File: src/rtl/maze_session_ctrl_if.sv
// Front-end / display bundle for the maze session controller.
// master drives the session inputs, slave is the controller.
interface maze_session_ctrl_if #(
  parameter int NUM_PLAYERS = 2,
  parameter int COORD_W     = 4,
  parameter int SEC_W       = 10,
  parameter int LEVEL_W     = 4
) ();
  logic                           start_btn;
  logic                           carve_done;
  logic [COORD_W-1:0]             finish_x;
  logic [COORD_W-1:0]             finish_y;
  logic [NUM_PLAYERS*COORD_W-1:0] player_x;
  logic [NUM_PLAYERS*COORD_W-1:0] player_y;
  logic                           carve_start;
  logic                           move_en;
  logic [2:0]                     state;
  logic [NUM_PLAYERS-1:0]         winner;
  logic [SEC_W-1:0]               elapsed;
  logic [LEVEL_W-1:0]             level;
  logic                           timeout;

  modport master (
    output start_btn,
    output carve_done,
    output finish_x,
    output finish_y,
    output player_x,
    output player_y,
    input  carve_start,
    input  move_en,
    input  state,
    input  winner,
    input  elapsed,
    input  level,
    input  timeout
  );

  modport slave (
    input  start_btn,
    input  carve_done,
    input  finish_x,
    input  finish_y,
    input  player_x,
    input  player_y,
    output carve_start,
    output move_en,
    output state,
    output winner,
    output elapsed,
    output level,
    output timeout
  );
endinterface

File: src/rtl/maze_session_ctrl.sv
// Maze game session sequencer: carve, play, win and timeout
// for up to NUM_PLAYERS characters, with level and seconds tracking.
module maze_session_ctrl #(
  parameter int          NUM_PLAYERS = 2,
  parameter int          COORD_W     = 4,
  parameter int          SEC_W       = 10,
  parameter int          CLK_PER_SEC = 50_000_000,
  parameter int unsigned TIME_LIMIT  = 300,
  parameter int          LEVEL_W     = 4
) (
  input logic                clk,
  input logic                reset,
  maze_session_ctrl_if.slave bus
);

  localparam int PRE_W = (CLK_PER_SEC > 2) ? $clog2(CLK_PER_SEC) : 1;
  localparam logic [PRE_W-1:0] PRE_LAST = PRE_W'(CLK_PER_SEC - 1);
  localparam logic [31:0] LIMIT = 32'(TIME_LIMIT);

  typedef enum logic [2:0] {
    S_IDLE    = 3'd0,
    S_CARVE   = 3'd1,
    S_PLAY    = 3'd2,
    S_WIN     = 3'd3,
    S_TIMEOUT = 3'd4
  } state_t;

  state_t                 state_q;
  state_t                 state_d;
  logic                   btn_q;
  logic                   low_seen;
  logic                   edge_q;
  logic                   carve_start_q;
  logic                   move_en_q;
  logic                   timeout_q;
  logic [NUM_PLAYERS-1:0] winner_q;
  logic [NUM_PLAYERS-1:0] hit_vec;
  logic [SEC_W-1:0]       elapsed_q;
  logic [LEVEL_W-1:0]     level_q;
  logic [PRE_W-1:0]       pre_q;
  logic                   any_hit;
  logic                   time_hit;
  logic                   sec_tick;
  logic                   carve_entry;
  logic                   play_to_win;
  logic                   play_to_out;

  // Compare every player position against the finish tile
  always_comb begin
    hit_vec = '0;
    for (int i = 0; i < NUM_PLAYERS; i++) begin
      hit_vec[i] =
        (bus.player_x[i*COORD_W +: COORD_W] == bus.finish_x) &&
        (bus.player_y[i*COORD_W +: COORD_W] == bus.finish_y);
    end
  end

  assign any_hit  = |hit_vec;
  assign time_hit = (TIME_LIMIT != 0) &&
                    (32'(elapsed_q) == LIMIT);
  assign sec_tick = (pre_q == PRE_LAST);

  // Start-button edge detector; a level already high when
  // reset ends must fall before it can count as a press.
  always_ff @(posedge clk) begin
    if (!reset) begin
      btn_q    <= 1'b0;
      low_seen <= ~bus.start_btn;
      edge_q   <= 1'b0;
    end else begin
      btn_q    <= bus.start_btn;
      low_seen <= low_seen | ~bus.start_btn;
      edge_q   <= bus.start_btn & ~btn_q & low_seen;
    end
  end

  // Next-state decode; finish beats timeout beats abort
  always_comb begin
    state_d = state_q;
    case (state_q)
      S_IDLE: begin
        if (edge_q) state_d = S_CARVE;
      end
      S_CARVE: begin
        if (!carve_start_q && bus.carve_done)
          state_d = S_PLAY;
      end
      S_PLAY: begin
        if (any_hit)       state_d = S_WIN;
        else if (time_hit) state_d = S_TIMEOUT;
        else if (edge_q)   state_d = S_CARVE;
      end
      S_WIN: begin
        if (edge_q) state_d = S_CARVE;
      end
      S_TIMEOUT: begin
        if (edge_q) state_d = S_CARVE;
      end
      default: state_d = S_IDLE;
    endcase
  end

  assign carve_entry = (state_d == S_CARVE) &&
                       (state_q != S_CARVE);
  assign play_to_win = (state_q == S_PLAY) &&
                       (state_d == S_WIN);
  assign play_to_out = (state_q == S_PLAY) &&
                       (state_d == S_TIMEOUT);

  // State register
  always_ff @(posedge clk) begin
    if (!reset) state_q <= S_IDLE;
    else        state_q <= state_d;
  end

  // Registered control outputs derived from the next state
  always_ff @(posedge clk) begin
    if (!reset) begin
      carve_start_q <= 1'b0;
      move_en_q     <= 1'b0;
      timeout_q     <= 1'b0;
    end else begin
      carve_start_q <= carve_entry;
      move_en_q     <= (state_d == S_PLAY);
      timeout_q     <= (state_d == S_TIMEOUT);
    end
  end

  // Seconds prescaler and saturating elapsed counter
  always_ff @(posedge clk) begin
    if (!reset) begin
      pre_q     <= '0;
      elapsed_q <= '0;
    end else if (carve_entry) begin
      pre_q     <= '0;
      elapsed_q <= '0;
    end else if (state_q == S_PLAY) begin
      if (sec_tick) begin
        pre_q <= '0;
        if (elapsed_q != '1)
          elapsed_q <= elapsed_q + 1'b1;
      end else begin
        pre_q <= pre_q + 1'b1;
      end
    end
  end

  // Winner latch and level counter
  always_ff @(posedge clk) begin
    if (!reset) begin
      winner_q <= '0;
      level_q  <= '0;
    end else if (carve_entry) begin
      winner_q <= '0;
    end else if (play_to_win) begin
      winner_q <= hit_vec;
      level_q  <= level_q + 1'b1;
    end else if (play_to_out) begin
      level_q  <= '0;
    end
  end

  assign bus.carve_start = carve_start_q;
  assign bus.move_en     = move_en_q;
  assign bus.state       = state_q;
  assign bus.winner      = winner_q;
  assign bus.elapsed     = elapsed_q;
  assign bus.level       = level_q;
  assign bus.timeout     = timeout_q;

endmodule

File: src/flat_wrapper.sv
// flat-port wrapper written by rule: the top's interface ports become plain ports
module maze_session_ctrl_flat 
#(
  parameter int          NUM_PLAYERS = 2,
  parameter int          COORD_W     = 4,
  parameter int          SEC_W       = 10,
  parameter int          CLK_PER_SEC = 50_000_000,
  parameter int unsigned TIME_LIMIT  = 300,
  parameter int          LEVEL_W     = 4
)
  (clk, reset, bus_start_btn, bus_carve_done, bus_finish_x, bus_finish_y, bus_player_x, bus_player_y, bus_carve_start, bus_move_en, bus_state, bus_winner, bus_elapsed, bus_level, bus_timeout);
  maze_session_ctrl_if #(.NUM_PLAYERS(NUM_PLAYERS), .COORD_W(COORD_W), .SEC_W(SEC_W), .LEVEL_W(LEVEL_W)) bus_i ();
  input logic clk;
  input logic reset;
  input wire logic [$bits(bus_i.start_btn)-1:0] bus_start_btn;
  input wire logic [$bits(bus_i.carve_done)-1:0] bus_carve_done;
  input wire logic [$bits(bus_i.finish_x)-1:0] bus_finish_x;
  input wire logic [$bits(bus_i.finish_y)-1:0] bus_finish_y;
  input wire logic [$bits(bus_i.player_x)-1:0] bus_player_x;
  input wire logic [$bits(bus_i.player_y)-1:0] bus_player_y;
  output wire logic [$bits(bus_i.carve_start)-1:0] bus_carve_start;
  output wire logic [$bits(bus_i.move_en)-1:0] bus_move_en;
  output wire logic [$bits(bus_i.state)-1:0] bus_state;
  output wire logic [$bits(bus_i.winner)-1:0] bus_winner;
  output wire logic [$bits(bus_i.elapsed)-1:0] bus_elapsed;
  output wire logic [$bits(bus_i.level)-1:0] bus_level;
  output wire logic [$bits(bus_i.timeout)-1:0] bus_timeout;
  assign bus_i.start_btn = bus_start_btn;
  assign bus_i.carve_done = bus_carve_done;
  assign bus_i.finish_x = bus_finish_x;
  assign bus_i.finish_y = bus_finish_y;
  assign bus_i.player_x = bus_player_x;
  assign bus_i.player_y = bus_player_y;
  assign bus_carve_start = bus_i.carve_start;
  assign bus_move_en = bus_i.move_en;
  assign bus_state = bus_i.state;
  assign bus_winner = bus_i.winner;
  assign bus_elapsed = bus_i.elapsed;
  assign bus_level = bus_i.level;
  assign bus_timeout = bus_i.timeout;
  maze_session_ctrl #(.NUM_PLAYERS(NUM_PLAYERS), .COORD_W(COORD_W), .SEC_W(SEC_W), .CLK_PER_SEC(CLK_PER_SEC), .TIME_LIMIT(TIME_LIMIT), .LEVEL_W(LEVEL_W)) u_core (.clk(clk), .reset(reset), .bus(bus_i));
endmodule
File: config.mk
export PLATFORM = sky130hd
export DESIGN_NAME = maze_session_ctrl_flat
export DESIGN_NICKNAME = d
export VERILOG_FILES = /design/src/rtl/maze_session_ctrl_if.sv /design/src/rtl/maze_session_ctrl.sv /design/src/flat_wrapper.sv
export SDC_FILE = /design/constraint.sdc
export NUM_CORES = 1
export LEC_CHECK = 0
export CAP_MARGIN = 0
export CORE_MARGIN = 2
export CORE_UTILIZATION = 46
export DETAILED_ROUTE_END_ITERATION = 16
export DONT_BUFFER_PORTS = 1
export GPL_TIMING_DRIVEN = 0
export PLACE_DENSITY = 0.69
export SYNTH_ARGS = -nofsm -noshare
export SYNTH_HDL_FRONTEND = slang
export SYNTH_SLANG_ARGS = --single-unit
File: constraint.sdc
create_clock -name clk -period 2 [get_ports clk]
set_input_delay 0.5 -clock clk [delete_from_list [all_inputs] [get_ports clk]]
set_output_delay 0.5 -clock clk [all_outputs]
set_load 0.005 [all_outputs]
==> run_results.csv <==
group,metric,value,unit
outcome,outcome,"finished with violations",
outcome,violations,"setup timing",
sta,setup_tns,-1740,ps
min_path,hp-class,"input pin to flip-flop",
clocking,numCtsBuffers,5,
finish,drive_gt1_frac,0.274,
sta,fin_ws,-138,ps
placement,io_buffers,0,
synth,seq_area_frac_synth,0.393,
clocking,clk_pin_slew,100,ps
setup_path,crit_type,"flip-flop to flip-flop",
finish,stdcell_count,400,
sta,fmax,468,MHz
clocking,worst_skew_pair.late_latency,310,ps
synth,synth_area_leaders,"dfxtp_1 39%, xnor2_1 9.4%, xor2_1 7.4%",
grt,antenna_found_initial,0,
synth,synth.cell_area,2600,um2
setup_path,crit_required,2200,ps
placement,pre_cts_ws,-504,ps
clocking,cts_tree,"built",
pwr,power_leakage,1.15,nW
setup_path,endpoint_kind,"flip-flop",
pwr,ir_drop,0.383,mV
synth,ys_types,41,
finish,multi_input_area,1780,um2
finish,final_common_cell,"dfxtp_1",
pwr,p_switching,439,uW
detailed_routing,wire_per_inst,14.9,um
setup_path,cp_max_fo,4,
finish,syn_to_final_growth,26.5,%
detailed_routing,drtAntennaViolNets,0,
sta,worst_pin_slew,418,ps
clocking,clock-root-buffer,"clkbuf_8",
sta,period_needed,2140,ps
placement,hpwl,3.87,mm
clocking,hold_buffers,0,
grt,grt_pass1_wl,9.44,mm
detailed_routing,drt_iter0_drc,135,
pwr,p_int,1.51,mW
synth,syn_nets,334,
sta,slew_viol_final,0,
floorplanning,io_pins,50,
sta,setup_violations,36,
clocking,cts_num_sinks,51,
detailed_routing,vias,2260,
pwr,seqPwrFrac,0.528,
finish,fin_nets,359,
sta,finClkSkew,11.9,ps
finish,nFillCells,440,
detailed_routing,via_per_inst,5.65,
synth,yosys.area.top_type,"dfxtp_1",
flow_run,cap_violations,0,
detailed_routing,drt_wl_total,5.97,mm
synth,syn_area_per_cell,8.61,um2
pwr,power,1.94,mW
grt,grt_use_total,0.189,
clocking,clock_path_buffers,2,
setup_path,startpoint_type,"flip-flop",
synth,netlist_instances,302,
placement,gp_congestion,0.826,
pwr,comb_power_share,0.080,
sta,fin_crit_sh,1.07,
finish,final_cell_mix,"44 x dfxtp_1, 25 x xnor2_1, 24 x nand2_1, 24 x nor2_1, 22 x xor2_1",
floorplanning,die_w,79.2,um
clocking,htreeDepth,2,
pwr,p_clk_frac,0.392,
floorplanning,dieHeight,79.2,um
placement,dp.cells,374,
synth,ys_seq_elements,51,
pwr,swShare,0.226,
floorplanning,initial_utilization,0.475,
synth,synth_warnings,0,
grt,overflow,0,
sta,hold_viol,0,
sta,rsz0062_at_grt,"yes",
grt,grt_max_degree,17,
finish,regArea,1040,um2
grt,grt_pass1_vias,2091,
min_path,hold_start,"bus_start_btn",
pwr,pwr_density_cell,592,nW/um2
setup_path,cp-startpoint,"u_core.pre_q[7]$_SDFFE_PP0P_",
sta,whs,243,ps
detailed_routing,drc,0,
setup_path,r2r_start,"u_core.pre_q[7]$_SDFFE_PP0P_",
setup_path,critPathArrivalTime,2340,ps
synth,synth.top_cell.area_share,0.393,
sta,slew_headroom,0.720,
floorplanning,core,5470,um2
floorplanning,rows,27,
finish,num_antenna_cells,0,
detailed_routing,drt-pass1-iter-count,4,
floorplanning,dieArea,6270,um2
[cell usage after synthesis, drive strengths merged]
master / instances
buf: 4
nand4: 21
o21ai: 5
nor2b: 1
nor3: 20
o22ai: 1
nand4b: 1
a221oi: 1
and3: 8
or4b: 1
a32o: 4
nor3b: 3
o21a: 1
nor4: 3
ha: 4
o32ai: 1
nor2: 38
nand2b: 3
nand2: 25
mux2i: 2
xor2: 22
xnor2: 28
a211oi: 2
clkbuf: 4
inv: 7
nor4b: 2
and4: 1
nand3: 14
nor4bb: 1
dfxtp: 51
a211o: 1
or4: 2
or3b: 1
and2: 9
a21oi: 10
[power groups by stage]
| stage | clock network, mW | logic (mW) | registers, mW |
|---|---|---|---|
| global route | 0.824 | 0.168 | 1.03 |
| finish | 0.763 | 0.155 | 1.03 |
| CTS | 0.780 | 0.135 | 1.03 |
| detailed placement | 0 | 0.0994 | 1.05 |
| global placement | 0 | 0.0988 | 1.05 |
| floorplan | 0 | 0.0815 | 1.05 |
[kinds of logic (layout without fill, tap and decap cells)]
group           Yosys count  in the layout  synth area share
compound gates           26             26            0.0669
xor+xnor                 50             50             0.169
fa+ha+maj                 4              4            0.0193
buf+inv                  15             41            0.0231
flops                    51             51             0.393
mux                       2              2           0.00770
simple gates            154            154             0.322
[routing by layer]
layer,global-route usage,wire [um],vias to the layer above
met5,0,0,-
li1,-,-,1115
met2,0.330,3010,57
met3,0.0500,329,6
met1,0.225,2560,1082
met4,0.0638,72,0
[area by class of cell]
| type | count | share of cell area |
|---|---|---|
| clock buffers | 6 | 0.0251 |
| clock inverters | 2 | 0.0118 |
| inverters | 7 | 0.00952 |
| flip-flops and latches | 51 | 0.316 |
| well taps | 72 | 0.0274 |
| multi-input cells | 236 | 0.540 |
| plain buffers | 7 | 0.0190 |
| repair buffers | 19 | 0.0514 |
[worst paths after layout]
check                                  endpoint  depth (start not counted)  slack, ps
max          u_core.bus.elapsed[3]$_SDFFE_PP0P_                          6       -140
max reg2reg  u_core.bus.elapsed[3]$_SDFFE_PP0P_                          6       -140
min                     u_core.low_seen$_DFF_P_                          1        240
min reg2reg            u_core.edge_q$_SDFF_PN0_                          1        390
[flip-flops by register name (all words and copies together), names as in the netlist]
name	cells
u_core.pre_q	26
u_core.bus.elapsed	10
u_core.bus.level	4
u_core.bus.state	3
u_core.bus.winner	2
u_core.btn_q	1
u_core.bus.carve_start	1
u_core.bus.move_en	1
u_core.bus.timeout	1
u_core.edge_q	1
u_core.low_seen	1
[worst max-delay path, cell delays in order, from the launching register on]
cell     delay, ps
dfxtp_2        330
or3b_4         380
or4_4          450
or4b_4         570
nor2_2         120
xnor2_1        140
nor2_2          40
[what timing repair did]
action,4_1_cts,5_1_grt
endpoints found under the setup margin,41,36
gates resized for setup,40,41
gates cloned,2,1
pin swaps,20,27
buffers inserted,9,7
[metrics by stage]
step / util / area (um2)
2_1_floorplan: - / 2610
3_3_place_gp: 0.493 / 2700
3_5_place_dp: 0.493 / 2700
4_1_cts: 0.562 / 3070
5_1_grt: 0.601 / 3290
6_report: 0.601 / 3290
Note: power is estimated with default switching activity, not from simulation.
